<file path="src/rtl/conv_result_framer_if.sv">
// Output stream of the convolution result framer: one tagged word per
// m_valid && m_ready handshake, raster flags travel alongside the data.
interface conv_result_framer_if #(
    parameter int DATA_W = 16
);
    logic [DATA_W-1:0] m_data;
    logic              m_valid;
    logic              m_ready;
    logic              m_sof;
    logic              m_eol;
    logic              m_eof;

    modport master (
        output m_data,
        output m_valid,
        output m_sof,
        output m_eol,
        output m_eof,
        input  m_ready
    );

    modport slave (
        input  m_data,
        input  m_valid,
        input  m_sof,
        input  m_eol,
        input  m_eof,
        output m_ready
    );
endinterface

</file>
<file path="src/rtl/conv_result_framer.sv">
// Receive end of the convolution pixel stream. Each incoming result is tagged
// with its raster position (sof/eol/eof), buffered in a small FIFO and replayed
// on a ready/valid stream. The producer cannot be stalled, so a full FIFO drops
// the word and raises a sticky overflow flag; raster counters keep advancing so
// later words still carry the right position.
//
// state  | meaning
// -------+-----------------------------------------------------------
// IDLE   | waiting for the first word of a frame (next word is sof)
// ACTIVE | inside a frame, counting columns and rows
module conv_result_framer #(
    parameter int DATA_W     = 16,
    parameter int COLS       = 478,
    parameter int ROWS       = 270,
    parameter int FIFO_DEPTH = 16
) (
    input  logic                      clk,
    input  logic                      rst,
    input  logic [DATA_W-1:0]         data_in,
    input  logic                      data_in_en,
    input  logic                      frame_sync,
    input  logic                      clr_ovf,
    conv_result_framer_if.master      m,
    output logic                      overflow,
    output logic [15:0]               frame_cnt
);
    localparam int COL_W = (COLS > 1) ? $clog2(COLS) : 1;
    localparam int ROW_W = (ROWS > 1) ? $clog2(ROWS) : 1;
    localparam int PTR_W = $clog2(FIFO_DEPTH);
    localparam int CNT_W = PTR_W + 1;
    localparam int ENT_W = DATA_W + 3;

    typedef enum logic {
        IDLE   = 1'b0,
        ACTIVE = 1'b1
    } state_t;

    state_t             state_q, state_d;
    logic [COL_W-1:0]   col_q, col_d;
    logic [ROW_W-1:0]   row_q, row_d;
    logic [15:0]        frame_cnt_q, frame_cnt_d;
    logic               overflow_q, overflow_d;
    logic [PTR_W-1:0]   wr_ptr_q, wr_ptr_d;
    logic [PTR_W-1:0]   rd_ptr_q, rd_ptr_d;
    logic [CNT_W-1:0]   count_q, count_d;
    logic [ENT_W-1:0]   out_q, out_d;
    logic               out_valid_q, out_valid_d;
    logic [ENT_W-1:0]   mem_q [FIFO_DEPTH];

    logic [COL_W-1:0]   pos_col;
    logic [ROW_W-1:0]   pos_row;
    logic               tag_sof, tag_eol, tag_eof;
    logic [ENT_W-1:0]   wr_entry;
    logic               full, pop, push, drop;
    logic [CNT_W-1:0]   count_after_pop;

    // Raster position of the incoming word; frame_sync restarts it at 0,0 this cycle.
    always_comb begin
        pos_col  = frame_sync ? '0 : col_q;
        pos_row  = frame_sync ? '0 : row_q;
        tag_sof  = (pos_col == '0) && (pos_row == '0);
        tag_eol  = (pos_col == COL_W'(COLS - 1));
        tag_eof  = tag_eol && (pos_row == ROW_W'(ROWS - 1));
        wr_entry = {tag_sof, tag_eol, tag_eof, data_in};
    end

    // FIFO handshake: a full FIFO still accepts when the head leaves in the same cycle.
    always_comb begin
        full            = (count_q == CNT_W'(FIFO_DEPTH));
        pop             = out_valid_q && m.m_ready;
        push            = data_in_en && (!full || pop);
        drop            = data_in_en && full && !pop;
        count_after_pop = pop ? (count_q - CNT_W'(1)) : count_q;
        count_d         = push ? (count_after_pop + CNT_W'(1)) : count_after_pop;
        wr_ptr_d        = push ? (wr_ptr_q + PTR_W'(1)) : wr_ptr_q;
        rd_ptr_d        = pop  ? (rd_ptr_q + PTR_W'(1)) : rd_ptr_q;
        out_valid_d     = (count_d != '0);
        // Output register mirrors the next head; a word entering an emptied FIFO bypasses memory.
        out_d = out_q;
        if (count_after_pop != '0) begin
            out_d = mem_q[rd_ptr_d];
        end else if (push) begin
            out_d = wr_entry;
        end
    end

    // Frame FSM, raster counters, frame count and sticky overflow.
    always_comb begin
        state_d     = frame_sync ? IDLE : state_q;
        col_d       = pos_col;
        row_d       = pos_row;
        frame_cnt_d = frame_cnt_q;
        if (data_in_en) begin
            state_d = ACTIVE;
            if (tag_eol) begin
                col_d = '0;
                if (tag_eof) begin
                    row_d       = '0;
                    frame_cnt_d = frame_cnt_q + 16'd1;
                    state_d     = IDLE;
                end else begin
                    row_d = pos_row + ROW_W'(1);
                end
            end else begin
                col_d = pos_col + COL_W'(1);
            end
        end
        if (drop) begin
            overflow_d = 1'b1;
        end else if (clr_ovf) begin
            overflow_d = 1'b0;
        end else begin
            overflow_d = overflow_q;
        end
    end

    // Control state and output registers, cleared asynchronously.
    always_ff @(posedge clk or posedge rst) begin
        if (rst) begin
            state_q     <= IDLE;
            col_q       <= '0;
            row_q       <= '0;
            frame_cnt_q <= '0;
            overflow_q  <= 1'b0;
            wr_ptr_q    <= '0;
            rd_ptr_q    <= '0;
            count_q     <= '0;
            out_q       <= '0;
            out_valid_q <= 1'b0;
        end else begin
            state_q     <= state_d;
            col_q       <= col_d;
            row_q       <= row_d;
            frame_cnt_q <= frame_cnt_d;
            overflow_q  <= overflow_d;
            wr_ptr_q    <= wr_ptr_d;
            rd_ptr_q    <= rd_ptr_d;
            count_q     <= count_d;
            out_q       <= out_d;
            out_valid_q <= out_valid_d;
        end
    end

    // FIFO storage; contents are only meaningful between the pointers, so no reset.
    always_ff @(posedge clk) begin
        if (push) begin
            mem_q[wr_ptr_q] <= wr_entry;
        end
    end

    assign m.m_valid = out_valid_q;
    assign m.m_sof   = out_q[ENT_W-1];
    assign m.m_eol   = out_q[ENT_W-2];
    assign m.m_eof   = out_q[ENT_W-3];
    assign m.m_data  = out_q[DATA_W-1:0];
    assign overflow  = overflow_q;
    assign frame_cnt = frame_cnt_q;
endmodule

</file>
<file path="src/flat_wrapper.sv">
// flat-port wrapper written by rule: the top's interface ports become plain ports
module conv_result_framer_flat 
#(
    parameter int DATA_W     = 16,
    parameter int COLS       = 478,
    parameter int ROWS       = 270,
    parameter int FIFO_DEPTH = 16
)
  (clk, rst, data_in, data_in_en, frame_sync, clr_ovf, overflow, frame_cnt, m_m_data, m_m_valid, m_m_sof, m_m_eol, m_m_eof, m_m_ready);
  conv_result_framer_if #(.DATA_W(DATA_W)) m_i ();
  input  logic clk;
  input  logic rst;
  input  logic [DATA_W-1:0] data_in;
  input  logic data_in_en;
  input  logic frame_sync;
  input  logic clr_ovf;
  output logic overflow;
  output logic [15:0] frame_cnt;
  output wire logic [$bits(m_i.m_data)-1:0] m_m_data;
  output wire logic [$bits(m_i.m_valid)-1:0] m_m_valid;
  output wire logic [$bits(m_i.m_sof)-1:0] m_m_sof;
  output wire logic [$bits(m_i.m_eol)-1:0] m_m_eol;
  output wire logic [$bits(m_i.m_eof)-1:0] m_m_eof;
  input wire logic [$bits(m_i.m_ready)-1:0] m_m_ready;
  assign m_m_data = m_i.m_data;
  assign m_m_valid = m_i.m_valid;
  assign m_m_sof = m_i.m_sof;
  assign m_m_eol = m_i.m_eol;
  assign m_m_eof = m_i.m_eof;
  assign m_i.m_ready = m_m_ready;
  conv_result_framer #(.DATA_W(DATA_W), .COLS(COLS), .ROWS(ROWS), .FIFO_DEPTH(FIFO_DEPTH)) u_core (.clk(clk), .rst(rst), .data_in(data_in), .data_in_en(data_in_en), .frame_sync(frame_sync), .clr_ovf(clr_ovf), .m(m_i), .overflow(overflow), .frame_cnt(frame_cnt));
endmodule
</file>
<file path="config.mk">
export PLATFORM = sky130hd
export DESIGN_NAME = conv_result_framer_flat
export DESIGN_NICKNAME = d
export VERILOG_FILES = /design/src/rtl/conv_result_framer_if.sv /design/src/rtl/conv_result_framer.sv /design/src/flat_wrapper.sv
export SDC_FILE = /design/constraint.sdc
export NUM_CORES = 1
export LEC_CHECK = 0
export BUFFER_PORTS_ARGS = -buffer_cell sky130_fd_sc_hd__clkbuf_2
export CAP_MARGIN = 0
export CORE_MARGIN = 2
export CORE_UTILIZATION = 60
export CTS_CLUSTER_SIZE = 12
export DETAILED_ROUTE_END_ITERATION = 6
export PLACE_DENSITY = 0.77
export SYNTH_ARGS = -nofsm -noshare
export SYNTH_HDL_FRONTEND = slang
export SYNTH_SLANG_ARGS = --single-unit
</file>
<file path="constraint.sdc">
create_clock -name clk -period 3.52 [get_ports clk]
set_clock_uncertainty 0.2 [all_clocks]
set_input_delay 0.528 -clock clk [delete_from_list [all_inputs] [get_ports clk]]
set_output_delay 0.528 -clock clk [all_outputs]
set_load 0.005 [all_outputs]
</file>
==> metrics.yaml, run 1 <==
sta:
  hold_violations: 0
  worst_pin_slew_ns: 0.7495
  period_share: 0.8782
  rsz0062_at_grt: "no"
  drv_slew: 0
  clock.fmax_ghz: 0.3235
  tns_ns: 0
  min_period_ns: 3.091
  slew-limit-headroom: 0.4874
  setup_viol: 0
worst_setup_path:
  worst-path-buf-inv: 2
  reg2reg_to: "u_core.out_q[13]$_DFFE_PP0P_"
  arrival_ns: 3.35
  r2r_slack_ns: 0.43
  critPathLaunch: "u_core.m.m_valid$_DFF_PP0_"
  worstPathCellList: "and2_1 -> buf_4 -> nand2_1 -> xor2_1 -> inv_2 -> a2111oi_0 -> a211o_1"
  setup.worst_path.class: "flop to flop"
  worst-path-stages: 7
  r2r-start: "u_core.m.m_valid$_DFF_PP0_"
  endpoint_kind: "flop"
  cp-endpoint: "u_core.out_q[13]$_DFFE_PP0P_"
  setup.worst_path.start_class: "flop"
  critPathTopFamily: "compound AO/OA/AOI/OAI gates"
  cp.required_ns: 3.77
  critPathMaxFanout: 22
  rr_worst_depth: 7
  slowest_delay_ns: 0.71
  cp_slowest_cell: "a2111oi_0"
clocking:
  worst_skew_pair.late_latency_ns: 0.52
  clk_pin_slew_ns: 0.06
  htreeDepth: 2
  cts_sinks: 372
  clockBufferDepth: 3
  root_buffer: "clkbuf_16"
  cts_buffers: 39
  cts_tree: "built"
  cts-resized-gates: 0
place:
  finalWeightedCongestion: 0.9061
  numPortBuffers: 58
  dp_hpwl_um: 25370
layout:
  diodes: 0
  syn2layout_area_growth_pct: 12.79
  seq_area_um2: 10830
  drive_above_1_share: 0.1629
  nNetsFinal: 1297
  finish.utilization: 0.6878
  n_fill_cell: 1817
  multi_input_area_um2: 5233
synthesis:
  synth_flop_cell: "edfxtp_1"
  synthDistinctLibCells: 62
  syn_nets: 1203
  netlist_area_um2: 16440
  synth-compound-area-share: 0.09927
  synth_fa_ha_area_frac: 0.01142
  synth_edf_count: 304
  yosys_warnings: 0
  synth.area.mux_share: 0.09645
  synth_seq_area_share: 0.6590
  synth-xor-area-share: 0.02017
  synth_simple_gate_area_share: 0.08991
  synth_area_per_cell_um2: 14.10
  ys_ff_latch: 372
  async_flop_share: 0.1828
  synth_cells: 1166
  synth_top_family_by_area: "compound AO/OA/AOI/OAI gates"
die:
  coreArea_um2: 26950
  die_height_um: 169.5
  start_util: 0.6098
  die_w_um: 169.5
  dieArea_um2: 28730
  core.rowCount: 60
  io-pin-count: 59
detailed_routing:
  drt_iter0_drc: 1563
  num_vias: 10750
  drt_first_pass_iters: 6
  totalWireLength_um: 40270
  ant_nets: 0
  viasPerCell: 6.595
  drc: 0
  wl_per_cell_um: 24.70
status:
  status: "complete, no violations"
pwr:
  power_frac_comb: 0.389
  power.total_mw: 15.53
  p_int_mw: 9.919
  power_switching_mw: 5.611
  clock_power_share: 0.244
  swShare: 0.3613
  irDropWorstVdd_mv: 0.5883
  powerDensity_nw_per_um2: 837.7
  leakage_nw: 6.845
  seqPwrFrac: 0.366
grt:
  grt_pass1_wl_um: 61020
  grt_usage: 0.2836
  grt_max_degree: 49
  grt_overflow: 0
  grt_pass1_vias: 10480
  antenna_found_initial: 0
hold_path:
  min_path_type: "input port to flop"
  worstHoldStart: "frame_sync"
flow_run:
  max-cap-violations: 0
## timing repair
item	4_1_cts	5_1_grt
setup buffers	0	0
hold endpoints to repair	31	0
hold buffers	2	0
## cells by family after synthesis
group,count (synthesis)
muxes,122
buffers and inverters,87
DFF,372
xor gates and xnor gates,37
and+or+nand+nor,297
adders and majority gates,15
AOI/OAI and AO/OA,236
## cell usage in the layout, fill, tap and decap left out, types with 24 or more instances in the layout
| cell type | instances |
|---|---|
| o21ai_0 | 28 |
| o22ai_1 | 28 |
| buf_4 | 55 |
| clkbuf_2 | 58 |
| a21oi_1 | 40 |
| nand3_1 | 33 |
| mux4_2 | 29 |
| a31oi_1 | 24 |
| and3_1 | 40 |
| mux2i_1 | 92 |
| nand2_1 | 125 |
| clkbuf_16 | 40 |
| edfxtp_1 | 304 |
| nor2_1 | 28 |
| dfrtp_1 | 67 |
## cell type report
class | count | share of cell area
Timing Repair Buffer | 119 | 0.04333
Multi-Input combinational cell | 707 | 0.2823
Sequential cell | 372 | 0.5844
Tap cell | 341 | 0.02302
Inverter | 21 | 0.004320
Clock inverter | 9 | 0.002227
Clock buffer | 61 | 0.06041
## power groups by stage
stage | clock (mW) | sequential [mW] | combinational, mW
floorplan | 0 | 5.63 | 4.13
global placement | 0 | 5.74 | 5.78
detailed placement | 0 | 5.76 | 5.94
CTS | 3.82 | 5.68 | 5.98
global route | 4.00 | 5.73 | 6.46
finish | 3.79 | 5.69 | 6.05
## how the worst min path moves through the flow
stage | to | slack (ns) | cells past startpoint
after floorplan | u_core.frame_cnt[15]$_DFFE_PP0P_ | 0.27 | 1
after global placement | u_core.frame_cnt[15]$_DFFE_PP0P_ | 0.26 | 1
after detailed placement | u_core.frame_cnt[15]$_DFFE_PP0P_ | 0.27 | 1
after CTS | u_core.col_q[2]$_DFF_PP0_ | 0.17 | 3
after global routing | u_core.col_q[7]$_DFF_PP0_ | 0.20 | 2
final | u_core.col_q[7]$_DFF_PP0_ | 0.18 | 2
## through the flow
step	cell area, µm²	hold WS (ns)	std cells	worst slack (ns)
floorplan	16440	0.2682	1166	0.5901
global placement	17360	0.2615	1558	0.4577
detailed placement	17360	0.2660	1558	0.3909
CTS	18540	0.1724	1630	0.5064
global route	18540	0.1969	1630	0.3304
finish	18540	0.1783	1630	0.4288
## cells in the mapped netlist (all sizes together) (12+ instances only)
master / count / share of area
nand2b: 12 / 0.0046
xor2: 14 / 0.0079
nor2: 29 / 0.0068
a21oi: 40 / 0.012
nand2: 126 / 0.029
o22ai: 28 / 0.011
dfrtp: 68 / 0.10
nand3: 33 / 0.010
inv: 19 / 0.0043
a211oi: 20 / 0.0091
xnor2: 23 / 0.012
o21ai: 29 / 0.0091
ha: 15 / 0.011
buf: 35 / 0.012
and3: 40 / 0.015
a32oi: 13 / 0.0069
mux2i: 92 / 0.056
a31oi: 25 / 0.0095
edfxtp: 304 / 0.56
a22oi: 18 / 0.0082
mux4: 29 / 0.040
and2: 14 / 0.0053
clkbuf: 31 / 0.0071
## state kept, by name, summed over array words and instances, names as in the netlist
name,count
u_core.wr_ptr_q,4
u_core.col_q,9
u_core.overflow,1
u_core.count_q,5
u_core.frame_cnt,16
u_core.row_q,9
u_core.rd_ptr_q,4
u_core.m.m_valid,1
u_core.mem_q,304
u_core.out_q,19
## per-layer routing
| metal | up-vias | share of wire | global-route usage |
|---|---|---|---|
| met3 | 103 | 0.088 | 0.05224 |
| met5 | - | 0 | 0 |
| met4 | 0 | 0.036 | 0.1137 |
| met1 | 5338 | 0.39 | 0.3854 |
| met2 | 564 | 0.49 | 0.4600 |
| li1 | 4745 | - | - |
Note: power is estimated with default switching activity, not from simulation.
==> inputs of run 2 (changes only) <==
--- a/config.mk
+++ b/config.mk
@@ -5,13 +5,14 @@
 export SDC_FILE = /design/constraint.sdc
 export NUM_CORES = 1
 export LEC_CHECK = 0
+export ABC_AREA = 1
 export BUFFER_PORTS_ARGS = -buffer_cell sky130_fd_sc_hd__clkbuf_2
 export CAP_MARGIN = 0
-export CORE_MARGIN = 2
 export CORE_UTILIZATION = 60
 export CTS_CLUSTER_SIZE = 12
 export DETAILED_ROUTE_END_ITERATION = 6
-export PLACE_DENSITY = 0.77
+export PLACE_DENSITY = 0.76
+export SKIP_LAST_GASP = 1
 export SYNTH_ARGS = -nofsm -noshare
 export SYNTH_HDL_FRONTEND = slang
 export SYNTH_SLANG_ARGS = --single-unit
==> run 2 against run 1 <==
Effect of this change: final cell count increased by 34%; first-iteration DRC count is 18% lower; flip-flop and latch count unchanged; non-clock buffer count shrank 10; design area grew 4.8%; core utilization grew 0.22 points; power fell by 2.4%; die area increased by 3.1%; highest routed layer unchanged.
==> metrics.yaml, run 2 <==
detailed_routing:
  drc: 0  # unchanged
  totalWireLength_um: 40850  # +1.5%
  drt_first_pass_iters: 6  # unchanged
  ant_nets: 0  # unchanged
  num_vias: 12320  # +15%
  viasPerCell: 5.658  # -14%
  drt_iter0_drc: 1275  # -18%
  wl_per_cell_um: 18.77  # -24%
worst_setup_path:
  r2r_slack_ns: 0.87  # +0.45 ns
  reg2reg_to: "u_core.mem_q[7][13]$_DFFE_PP_"
  endpoint_kind: "flop"
  crit_top_cell: "inv_1"
  cp_slowest_cell: "dfrtp_1"
  setup.worst_path.start_class: "flop"
  worstPathCellList: "inv_1 -> ha_1 -> inv_1 -> nor3_1 -> nand3_1 -> nand2_1 -> buf_4 -> nor2_1 -> inv_1 -> nor2_2 -> buf_12"
  critPathTopFamily: "buffers and inverters"
  worst-path-buf-inv: 5  # +3
  setup.worst_path.class: "flop to flop"
  cp.required_ns: 3.55  # -0.22 ns
  r2r-start: "u_core.count_q[0]$_DFF_PP0_"
  critPathMaxFanout: 16  # -27%
  rr_worst_depth: 11  # +4
  arrival_ns: 2.67  # -0.68 ns
  slowest_delay_ns: 0.37  # -0.34 ns
place:
  finalWeightedCongestion: 0.8856  # -2.3%
  numPortBuffers: 58  # unchanged
  dp_hpwl_um: 24430  # -3.7%
  dpl.cell_count: 2111  # +35%
synthesis:
  synth_area_per_cell_um2: 10.11  # -28%
  synth.top_cell.area_share: 0.5255  # -0.02989
  synthDistinctLibCells: 35  # -44%
  synth_flop_cell: "edfxtp_1"
  synth_area_leaders: "edfxtp_1 53%, nand3_1 11%, dfrtp_1 9.8%"
  netlist_area_um2: 17370  # +5.7%
  ys_ff_latch: 372  # unchanged
  yosysMostFrequentCell: "nand3_1"
  ys_top_cells_by_count: "370 x nand3_1, 332 x nand2_1, 304 x edfxtp_1, 266 x inv_1, 116 x nand3b_1"
  synth_seq_area_share: 0.6235  # -0.03546
  syn_nets: 1755  # +46%
  yosys_warnings: 0  # unchanged
  synth_edf_count: 304  # unchanged
  yosysTopAreaCell: "edfxtp_1"
  async_flop_share: 0.1828  # unchanged
  synth_cells: 1718  # +47%
hold_path:
  worstHoldStart: "data_in[8]"
  holdPathStages: 1  # -1
  holdPathEnd: "u_core.mem_q[4][8]$_DFFE_PP_"
  min_path_type: "input port to flop"
die:
  io-pin-count: 59  # unchanged
  dieArea_um2: 29640  # +3.1%
  coreArea_um2: 28160  # +4.5%
  core.rowCount: 61  # +1.7%
  start_util: 0.6168  # +0.006933
  die_w_um: 172.2  # +1.6%
  die_height_um: 172.2  # +1.6%
grt:
  grt_pass1_wl_um: 64020  # +4.9%
  grt_usage: 0.2847  # +0.001056
  grt_max_degree: 153  # +210%
  grt_pass1_vias: 11820  # +13%
  grt_overflow: 0  # unchanged
  antenna_found_initial: 0  # unchanged
sta:
  drv_slew: 0  # unchanged
  tns_ns: 0  # unchanged
  setup_viol: 0  # unchanged
  worst_pin_slew_ns: 0.8106  # +0.06105 ns
  rsz0062_at_grt: "no"
  period_share: 0.7515  # -0.1267
  min_period_ns: 2.645  # -0.4460 ns
  clock.fmax_ghz: 0.3780  # +17%
  slew-limit-headroom: 0.4596  # -0.02778
  hold_violations: 0  # unchanged
layout:
  layout_common_cells: "369 x nand3_1, 331 x nand2_1, 304 x edfxtp_1"
  n_fill_cell: 2018  # +11%
  diodes: 0  # unchanged
  largest_reg_flops: 304  # unchanged
  top_register: "u_core.mem_q"
  drive_above_1_share: 0.1084  # -0.05452
  nNetsFinal: 1812  # +40%
  final_common_cell: "nand3_1"
  finalNonFillerCells: 2177  # +34%
  syn2layout_area_growth_pct: 11.88
pwr:
  leakage_nw: 8.289  # +21%
  powerDensity_nw_per_um2: 779.8  # -6.9%
  irDropWorstVdd_mv: 0.6754  # +15%
status:
  status: "complete, no violations"
clocking:
  htreeDepth: 2  # unchanged
  cts_tree: "built"
  clk_pin_slew_ns: 0.06  # about the same
  post_cts_buffers: 0  # unchanged
  worst_skew_pair.late_latency_ns: 0.52  # about the same
  cts_sinks: 372  # unchanged
  clockBufferDepth: 3  # unchanged
  cts_buffers: 38  # -2.6%
  root_buffer: "clkbuf_16"
flow_run:
  max-cap-violations: 0  # unchanged
[run 2: changes by cell type after synthesis, sizes merged, moves of 19 or more]
| cell | delta |
|---|---|
| inv | +252 |
| a21oi | -34 |
| and3 | -40 |
| o22ai | -27 |
| buf | +35 |
| xnor2 | -19 |
| a211oi | -19 |
| a31oi | -25 |
| mux2i | -92 |
| nand2 | +212 |
| nor2 | +36 |
| nand3b | +114 |
| mux4 | -29 |
| nand3 | +338 |
[run 2: cell type report]
| class | instances | area (µm²) | share of cell area |
|---|---|---|---|
| Clock inverter | 5 | 45.04 | 0.002318 |
| Clock buffer | 59 | 1114 | 0.05730 |
| Inverter | 271 | 1017 | 0.05234 |
| Tap cell | 378 | 473.0 | 0.02434 |
| Sequential cell | 372 | 10830 | 0.5573 |
| Multi-Input combinational cell | 983 | 5114 | 0.2631 |
| Timing Repair Buffer | 109 | 840.8 | 0.04327 |
[run 2: worst max path at each step]
stage                                     start                              end  depth (start not counted)
floorplan           u_core.count_q[0]$_DFF_PP0_     u_core.mem_q[0][0]$_DFFE_PP_                         10
global placement                     frame_sync  u_core.frame_cnt[4]$_DFFE_PP0P_                         12
detailed placement                   frame_sync  u_core.frame_cnt[3]$_DFFE_PP0P_                         12
CTS                 u_core.count_q[0]$_DFF_PP0_     u_core.mem_q[7][3]$_DFFE_PP_                         11
global route        u_core.count_q[0]$_DFF_PP0_     u_core.out_q[15]$_DFFE_PP0P_                         12
finish              u_core.count_q[0]$_DFF_PP0_    u_core.mem_q[7][13]$_DFFE_PP_                         11
[run 2: cell families (layout without fill, tap and decap cells)]
logic type | Yosys count | in the layout | share of synthesized area
AND/OR/NAND/NOR | 913 | 913 | 0.2565
flip-flops | 372 | 372 | 0.6235
buffers and inverters | 363 | 444 | 0.08644
AO/OA/AOI/OAI | 30 | 30 | 0.009293
XOR/XNOR | 25 | 25 | 0.01347
adder cells (fa/ha/maj) | 15 | 15 | 0.01080
[run 2: where the power goes]
group | internal, mW | leakage, nW | switching (mW)
Sequential | 5.35 | 3.61 | 0.262
Clock | 2.23 | 0.559 | 1.57
Combinational | 1.80 | 4.12 | 3.94
Total | 9.39 | 8.29 | 5.77
[run 2: per-layer routing]
metal | vias up | routed length [µm] | track usage
met5 | - | 0 | 0
met4 | 0 | 1214 | 0.1054
met3 | 80 | 3064 | 0.04051
met2 | 547 | 19930 | 0.4707
met1 | 5859 | 16640 | 0.3847
li1 | 5832 | - | -
[run 2: timing repair]
| action | 4_1_cts | 5_1_grt |
|---|---|---|
| hold endpoints to repair | 23 | 0 |
| resized for setup | 0 | 0 |
| hold buffers | 2 | 0 |
[run 2: through the flow]
stage / util / hold WS (ns) / setup slack (ns) / cell area, µm² / total power [mW]
6_report: 0.6900 / 0.2675 / 0.8747 / 19430 / 15.16
5_1_grt: 0.6900 / 0.2827 / 0.7017 / 19430 / 15.98
4_1_cts: 0.6900 / 0.2573 / 0.8885 / 19430 / 15.17
3_5_place_dp: 0.6482 / 0.2747 / 0.4245 / 18260 / 11.35
3_3_place_gp: 0.6482 / 0.2806 / 0.5295 / 18260 / 11.21
2_1_floorplan: - / 0.2492 / 0.6834 / 17370 / 9.415
